`src/rtl/wmux_pkg.sv`:
```
`default_nettype none
// ============================================================================
// Module      : wmux_pkg
// Description : Shared definitions for the bus-matrix data multiplexers.
//               Holds default configuration constants, the grant-class
//               enumeration and a one-hot-to-index helper.
// Revision    : 1.0 - initial release
// ============================================================================
package wmux_pkg;

    localparam int WMUX_NUM_M = 16;
    localparam int WMUX_DW    = 39;
    localparam int WMUX_DEF_M = 0;
    localparam int WMUX_ECW   = 8;

    typedef enum logic [1:0] {
        GNT_ZERO  = 2'd0,
        GNT_ONE   = 2'd1,
        GNT_MULTI = 2'd2
    } gnt_class_e;

    // Index of the set bit of a one-hot vector (up to 32 masters).
    // Result is only meaningful for a true one-hot input.
    function automatic logic [4:0] onehot_idx(input logic [31:0] v);
        logic [4:0] idx;
        idx = 5'd0;
        for (int i = 0; i < 32; i++) begin
            if (v[i]) begin
                idx = 5'(i);
            end
        end
        return idx;
    endfunction

endpackage
`default_nettype wire

```
`src/rtl/wdata_mux_n_gnt_classify.sv`:
```
`default_nettype none
// ============================================================================
// Module      : gnt_classify
// Description : Purely combinational grant classifier. Counts the bits set
//               in the address-phase grant and reports ZERO / ONE / MULTI
//               together with the index of the granted master. Shared by the
//               write-data and read-data multiplexers.
// Ports       : gnt  [N-1:0]  in   grant vector (expected one-hot or zero)
//               cls            out  grant class
//               idx  [IW-1:0]  out  granted master index (valid for ONE)
// Revision    : 1.0 - initial release
// ============================================================================
module gnt_classify
    import wmux_pkg::*;
#(
    parameter int N  = WMUX_NUM_M,
    parameter int IW = (N > 1) ? $clog2(N) : 1
) (
    input  logic [N-1:0]  gnt,
    output gnt_class_e    cls,
    output logic [IW-1:0] idx
);

    localparam int CW = $clog2(N + 1);

    logic [CW-1:0] w_pop;

    always_comb begin
        w_pop = '0;
        for (int i = 0; i < N; i++) begin
            w_pop = w_pop + CW'(gnt[i]);
        end
    end

    always_comb begin
        if (w_pop == '0) begin
            cls = GNT_ZERO;
        end else if (w_pop == CW'(1)) begin
            cls = GNT_ONE;
        end else begin
            cls = GNT_MULTI;
        end
    end

    assign idx = IW'(onehot_idx(32'(gnt)));

endmodule
`default_nettype wire

```
`src/rtl/wdata_mux_n.sv`:
```
`default_nettype none
// ============================================================================
// Module      : wdata_mux_n
// Description : Write-data multiplexer for one slave port of the bus matrix.
//               The one-hot address-phase grant is latched when the slave
//               accepts the address phase (MsRDY high) and steers the master
//               write data during the following data phase. Also tracks
//               data-phase validity and flags multi-hot (illegal) grants with
//               a sticky flag and a saturating counter.
// Config      : `define WDATA_MUX_HOLD_EN to hold the last driven write data
//               while no master is selected instead of driving DEF_M data.
// Ports       : CLK, nRST (async, active-low)
//               MsRDY    in   slave ready / address-phase accept
//               AmCMUX   in   [NUM_M]     address-phase one-hot grant
//               AmVLD    in   address phase carries a real transfer
//               MxWDT    in   [NUM_M*DW]  master write data, master i at i*DW
//               err_clr  in   clear sel_err / err_cnt
//               MmWDT    out  [DW]        selected write data
//               dp_sel   out  [NUM_M]     latched data-phase select
//               dp_vld   out  data phase is a valid granted transfer
//               sel_err  out  sticky illegal-grant flag
//               err_cnt  out  [ECW]       saturating illegal-grant count
// Revision    : 1.0 - initial release
// ============================================================================
module wdata_mux_n
    import wmux_pkg::*;
#(
    parameter int NUM_M = WMUX_NUM_M,
    parameter int DW    = WMUX_DW,
    parameter int DEF_M = WMUX_DEF_M,
    parameter int ECW   = WMUX_ECW
) (
    input  logic                CLK,
    input  logic                nRST,
    input  logic                MsRDY,
    input  logic [NUM_M-1:0]    AmCMUX,
    input  logic                AmVLD,
    input  logic [NUM_M*DW-1:0] MxWDT,
    input  logic                err_clr,
    output logic [DW-1:0]       MmWDT,
    output logic [NUM_M-1:0]    dp_sel,
    output logic                dp_vld,
    output logic                sel_err,
    output logic [ECW-1:0]      err_cnt
);

    localparam int               IW      = $clog2(NUM_M);
    localparam logic [NUM_M-1:0] DEF_SEL = {{(NUM_M-1){1'b0}}, 1'b1} << DEF_M;
    localparam logic [IW-1:0]    DEF_IDX = IW'(DEF_M);

    gnt_class_e    w_cls;
    logic [IW-1:0] w_gidx;
    logic [IW-1:0] r_idx;     // index companion of dp_sel, drives the mux
    logic [DW-1:0] w_idle_data;
    logic [DW-1:0] w_sel_data;

    gnt_classify #(
        .N  (NUM_M),
        .IW (IW)
    ) u_gnt_classify (
        .gnt (AmCMUX),
        .cls (w_cls),
        .idx (w_gidx)
    );

    // Data-phase select, validity and illegal-grant tracking
    always_ff @(posedge CLK or negedge nRST) begin
        if (!nRST) begin
            dp_sel  <= '0;
            dp_vld  <= 1'b0;
            r_idx   <= DEF_IDX;
            sel_err <= 1'b0;
            err_cnt <= '0;
        end else begin
            if (MsRDY) begin
                case (w_cls)
                    GNT_ONE: begin
                        dp_sel <= AmCMUX;
                        dp_vld <= AmVLD;
                        r_idx  <= w_gidx;
                    end
                    GNT_MULTI: begin
                        // Park on the default master; never a valid transfer
                        dp_sel <= DEF_SEL;
                        dp_vld <= 1'b0;
                        r_idx  <= DEF_IDX;
                    end
                    default: begin
                        dp_sel <= '0;
                        dp_vld <= 1'b0;
                        r_idx  <= DEF_IDX;
                    end
                endcase
            end

            // A new illegal grant takes priority over a simultaneous clear,
            // so the event that coincided with the clear is still counted.
            if (MsRDY && (w_cls == GNT_MULTI)) begin
                sel_err <= 1'b1;
                if (err_clr) begin
                    err_cnt <= ECW'(1);
                end else if (err_cnt != {ECW{1'b1}}) begin
                    err_cnt <= err_cnt + ECW'(1);
                end
            end else if (err_clr) begin
                sel_err <= 1'b0;
                err_cnt <= '0;
            end
        end
    end

    assign w_sel_data = MxWDT[int'(r_idx)*DW +: DW];

`ifdef WDATA_MUX_HOLD_EN
    logic [DW-1:0] hold_q;

    // Remember the last data driven while a master was selected so the idle
    // bus does not toggle.
    always_ff @(posedge CLK or negedge nRST) begin
        if (!nRST) begin
            hold_q <= '0;
        end else if (dp_sel != '0) begin
            hold_q <= MmWDT;
        end
    end

    assign w_idle_data = hold_q;
`else
    assign w_idle_data = MxWDT[DEF_M*DW +: DW];
`endif

    assign MmWDT = (dp_sel != '0) ? w_sel_data : w_idle_data;

endmodule
`default_nettype wire

```
`config.mk`:
```
export PLATFORM = sky130hd
export DESIGN_NAME = wdata_mux_n
export DESIGN_NICKNAME = d
export VERILOG_FILES = /design/src/rtl/wmux_pkg.sv /design/src/rtl/wdata_mux_n_gnt_classify.sv /design/src/rtl/wdata_mux_n.sv
export SDC_FILE = /design/constraint.sdc
export NUM_CORES = 1
export LEC_CHECK = 0
export ABC_AREA = 1
export BUFFER_PORTS_ARGS = -buffer_cell sky130_fd_sc_hd__buf_2
export CAP_MARGIN = 10
export CORE_AREA = 3 3 277 279
export DETAILED_ROUTE_END_ITERATION = 10
export DIE_AREA = 0 0 280 282
export PLACE_DENSITY = 0.41
export SLEW_MARGIN = 20
export SYNTH_ARGS = -nofsm -noshare
export SYNTH_HDL_FRONTEND = slang
export SYNTH_SLANG_ARGS = --single-unit
```
`constraint.sdc`:
```
create_clock -name CLK -period 2.5 [get_ports CLK]
set_clock_uncertainty 0.05 [all_clocks]
set_input_delay 0.125 -clock CLK [delete_from_list [all_inputs] [get_ports CLK]]
set_output_delay 0.125 -clock CLK [all_outputs]
set_load 0.05 [all_outputs]
```
== Yosys cells after proc, flatten, opt, wreduce, memory -nomap -nowiden ==
Cells that the tools add are included.

* Flip-flop bits (word level): 30
* Output and inout bits: 65
* Logic and storage cells: 60

* Add/subtract/negate cells: 16
* Multiply operators: 1
* Eq/ne operators: 4
* Shifts and indexed selects: 1
* Multiplexer cells: 27
* Reductions and logical operators: 6

{| class="wikitable"
|+ Operator list
! kind !! number
|-
| variable part select 624 x 11 -> 39 bit || 1
|-
| adder 5 x 1 -> 5 bit || 14
|-
| two-way mux 39 bit || 1
|-
| two-way mux 4 bit || 9
|-
| two-way mux 8 bit || 4
|-
| one-hot mux 16 bit (2 select lines) || 1
|-
| nonzero test 16 bit || 1
|-
| two-way mux 3 bit || 4
|-
| multiplier 4 x 6 -> 10 bit, second input constant || 1
|-
| adder 8 x 1 -> 8 bit, second input constant || 1
|-
| two-way mux 2 bit || 4
|-
| != test 8 bit, second input constant || 1
|-
| equality test 5 x 1 -> 1 bit, second input constant || 1
|-
| logical NOT 5 bit || 1
|-
| two-way mux 1 bit || 4
|-
| nonzero test 2 bit || 2
|-
| adder 1 x 1 -> 2 bit || 1
|-
| equality test 2 x 1 -> 1 bit, second input constant || 1
|-
| equality test 2 bit, second input constant || 1
|-
| AND reduction 2 bit || 1
|-
| logical AND 1 bit || 1
|}

== Longest topological paths before layout ==
* Depth after elaboration: 22
* Depth in mapped cells: 20
* Gate-level depth less buffers: 20

== Hierarchy ==
A second synthesis with hierarchy kept.

* Cell total of the unflattened synthesis: 1,802
* Area total of the unflattened synthesis: 8,675.8 sq um

{| class="wikitable"
|+ Modules (own cells, without submodules)
! module !! instances !! cells an instance !! area an instance (sq um)
|-
| wdata_mux_n || 1 || 1,727 || 8,130.3
|-
| gnt_classify || 1 || 75 || 545.5
|}

== Least setup slack after synthesis ==
OpenSTA, ideal clock, no wires.

* Path type: input to register
* From: in AmCMUX[0]
* To: reg dp_sel[7]
* Library setup time: 0.074 ns
* Arrival time: 4.149 ns
* Slack: -1.773 ns
* Stages on the path: 17
* Buffers on the path: 1
* Cells stage by stage: ha_1 > inv_1 > fa_1 > inv_1 > fa_1 > fa_1 > inv_1 > fa_1 > fa_1 > inv_1 > fa_1 > nor4_1 > nand2_1 > nor3_4 > inv_2 > buf_6 > o21ai_2

* Word-level cells in the longest chain between the ends: 20

{| class="wikitable"
|+ Ends and longest elaborated chain
! element !! line !! text
|-
| start: declaration || wdata_mux_n.sv:36 || <nowiki>input logic [NUM_M-1:0] AmCMUX,</nowiki>
|-
| adder 1 x 1 -> 2 bit * || wdata_mux_n_gnt_classify.sv:31 || <nowiki>w_pop = w_pop + CW'(gnt[i]);</nowiki>
|-
| adder 5 x 1 -> 5 bit * (14 in series) || wdata_mux_n_gnt_classify.sv:31 ||
|-
| equality test 5 x 1 -> 1 bit || wdata_mux_n_gnt_classify.sv:38 || <nowiki>end else if (w_pop == CW'(1)) begin</nowiki>
|-
| two-way mux 2 bit || wdata_mux_n_gnt_classify.sv:38 ||
|-
| two-way mux 2 bit * || wdata_mux_n_gnt_classify.sv:36 || <nowiki>if (w_pop == '0) begin</nowiki>
|-
| equality test 2 bit or equality test 2 x 1 -> 1 bit (tied branches) || wdata_mux_n.sv:76 || <nowiki>case (w_cls)</nowiki>
|-
| one-hot mux 16 bit (2 select lines) * || wdata_mux_n.sv:76 ||
|-
| end signal: assignment || wdata_mux_n.sv:78 || <nowiki>dp_sel <= AmCMUX;</nowiki>
|-
| end: declaration || wdata_mux_n.sv:41 || <nowiki>output logic [NUM_M-1:0] dp_sel,</nowiki>
|}

Mark *: on every way between the ends. The rest lies on a longest branch, timed or not.
A chain may end at the register's enable or synchronous reset.

== Worst setup path in the final report ==
* From: in AmCMUX[1]
* To: reg dp_sel[4]

The elaborated chain is that of the path after synthesis.

==> impl_metrics.ini <==
[setup_path]
crit_type = primary input to flip-flop
start_kind = primary input
slowest_stage = fa_1
cp-startpoint = AmCMUX[1]
reg2reg_from = err_cnt[0]
cp.required_ns = 2.66
worst_ep_arrival_time_ns = 4.39
path_cells = buf_6, ha_4, inv_2, fa_1, inv_1, fa_1, fa_1, inv_1, fa_1, fa_2, inv_2, fa_1, nor4_2, nand2_1, buf_4, nor3_4, inv_2, buf_12, o21ai_1
slowest_delay_ns = 0.49
reg2reg_depth = 11
timing.critical_path.mode_cell = fa_1
cp_max_fo = 6
end_kind = flip-flop

[clocking]
clkTransAtPathRegs_ns = 0.06
htreeDepth = 2
cts_sinks = 30
cts_tree = done
cts_root_buf = clkbuf_16
clk_latency_ns = 0.28
cts_inserted_buffers = 5
cts_buffer_depth = 2

[logic_synthesis]
synth_edf_count = 0
synth_top_area_share_pct = 18.3
ys.flop_type = dfrtp_1
netlist_area_um2 = 7530
synth_top_cell_by_area = nor2_1
synth.distinct_cells = 37
async_reset_ff_share_pct = 100
ys_ff_latch = 30
syn-instance-count = 1347
syn_nets = 2008
seq_area_frac_synth_pct = 9.97
synth_area_leaders = nor2_1 18%, o21ai_0 16%, o221ai_1 13%
postSynthAreaPerCell_um2 = 5.59
yosys_warnings = 0

[sta]
layout_min_cycle_time_ns = 4.23
fin_ws_ns = -1.73
slew_headroom_pct = 51.4
fmax_mhz = 236
fin_setup_tns_ns = -50.21
setup_viol_count_final = 45
period_share_pct = 169
worst-slew-pin-transition_ns = 0.729
final_max_slew_viol_count = 0
rsz0062_at_grt = true
finalHoldViolCount = 0

[detailed_routing]
drc = 0
drtIter0Drc = 1010
vias = 14200
via_per_inst = 4.49
ant_nets = 0
wl_um = 77900
drt_pre_antenna_iters = 5
wl_per_cell_um = 24.6

[status]
violations = negative setup slack
outcome = finished with violations

[cells_and_area]
area_growth_pct = 135
final_cell_mix = 669 x buf_2, 316 x nor2_1, 160 x o21ai_0
multi_input_area_um2 = 7750
fin_area_um2 = 17700
regArea_um2 = 762
layout-drive-gt1-share_pct = 59.2
fill_cells = 8390
nets = 2846
final_common_cell = buf_2

[placed_design]
placed_area_um2 = 13100
dp_hpwl_um = 57500
io_buffers = 709
routabilityCongestion = 0.903

[power_and_ir_drop]
leakagePower_nw = 7.89
vdd.ir_drop.worst_uv = 497
power-per-cell-area_nw_per_um2 = 1070

[hold_path]
holdCritStartpoint = MsRDY
hold_path_class = primary input to flip-flop
hold_depth = 2

[grt]
grt_antenna_before_repair = 27
grt_pass1_wl_um = 99000
grt_pass1_vias = 13700
overflow = 0
grt_util_all_layers_pct = 17.5
grt_max_degree = 77

[die]
die_w_um = 280
rows = 100
ioPinCount = 710
core_um2 = 74400
die_area_um2 = 79000
die_h_um = 282
initial_utilization_pct = 10.1

[flow_run]
maxCapViolCount = 0
==> synth_stat cells (2+ instances only) <==
cell type,instances
nor2_1,367
o21ai_0,243
o221ai_1,113
o21ai_1,104
buf_2,67
nand2_1,67
nand3_1,63
inv_1,58
clkbuf_1,52
a21oi_1,45
a31oi_1,40
dfrtp_1,30
o22ai_1,24
fa_1,10
buf_4,9
o21ai_2,9
buf_6,8
ha_1,6
inv_2,5
nor4_1,5
a22o_1,4
nand4_1,2
xor2_1,2
==> where the power goes <==
| part | total [W] | leakage [nW] | switching [W] | internal, W |
|---|---|---|---|---|
| combinational | 0.0175 | 7.42 | 0.0104 | 0.00711 |
| clock | 0.000630 | 0.0729 | 0.000236 | 0.000394 |
| sequential | 0.000835 | 0.401 | 0.000205 | 0.000629 |
| total | 0.0190 | 7.89 | 0.0108 | 0.00814 |
==> routing by layer <==
layer	share of wire, %	GRT usage (%)	wire (um)	vias up
met2	47	29.2	36500	765
met4	2.7	4.47	2130	18
met3	8.3	4.27	6500	108
met5	0.13	0	103	-
li1	-	-	-	6545
met1	42	22.5	32700	6773
==> cell type report <==
| cell class | count | share of cell area (%) |
|---|---|---|
| repair inverters | 2 | 0.184 |
| clock inverters | 2 | 0.0706 |
| inverters | 65 | 1.56 |
| clock buffers | 6 | 0.784 |
| diodes | 8 | 0.113 |
| flip-flops and latches | 30 | 4.30 |
| repair buffers | 967 | 42.4 |
| well taps | 969 | 6.84 |
| multi-input cells | 1114 | 43.7 |
==> critical path, delay by kind of cell <==
family | cells | cell delay (ns)
buffers and inverters | 8 | 0.70
adders and majority gates | 7 | 2.87
AOI/OAI and AO/OA | 1 | 0.12
and+or+nand+nor | 3 | 0.56
==> final timing paths <==
kind	endpoint	slack [ns]
max in group asynchronous	r_idx[0]	1.46
min in group asynchronous	err_cnt[3]	0.38
worst min-delay path	r_idx[1]	0.13
worst max-delay path	dp_sel[4]	-1.73
worst max register to register	err_cnt[2]	0.51
worst min register to register	dp_vld	0.47
==> through the flow <==
step	total power [W]	setup slack, ns	util (%)	instances	hold slack, ns
2_1_floorplan	0.00805	-1.75	-	1347	-0.221
3_3_place_gp	0.0133	-2.18	17.6	3014	0.167
3_5_place_dp	0.0133	-2.14	17.6	3014	0.169
4_1_cts	0.0170	-1.75	21.1	3100	0.123
5_1_grt	0.0200	-1.98	23.8	3161	0.138
6_report	0.0190	-1.73	23.8	3163	0.131
==> flip-flops by register name (all words and copies together) (netlist names) <==
register / flops
dp_vld: 1
err_cnt: 8
sel_err: 1
dp_sel: 16
r_idx: 4
==> cells by family after synthesis <==
logic type	count (synthesis)	share of synthesized area (%)
and+or+nand+nor	509	27.0
buffers and inverters	203	12.5
AOI/OAI and AO/OA	587	46.6
DFF	30	9.97
adders and majority gates	16	3.66
xor gates and xnor gates	2	0.233
==> repair_timing <==
action / 4_1_cts / 5_1_grt
hold buffers: 2 / 0
gates cloned: 21 / 20
hold endpoints to repair: 31 / 0
setup endpoints to repair: 69 / 69
pin swaps: 108 / 186
gates resized for setup: 315 / 365
setup buffers: 58 / 55
No activity file was read; power rests on OpenSTA's default activity.
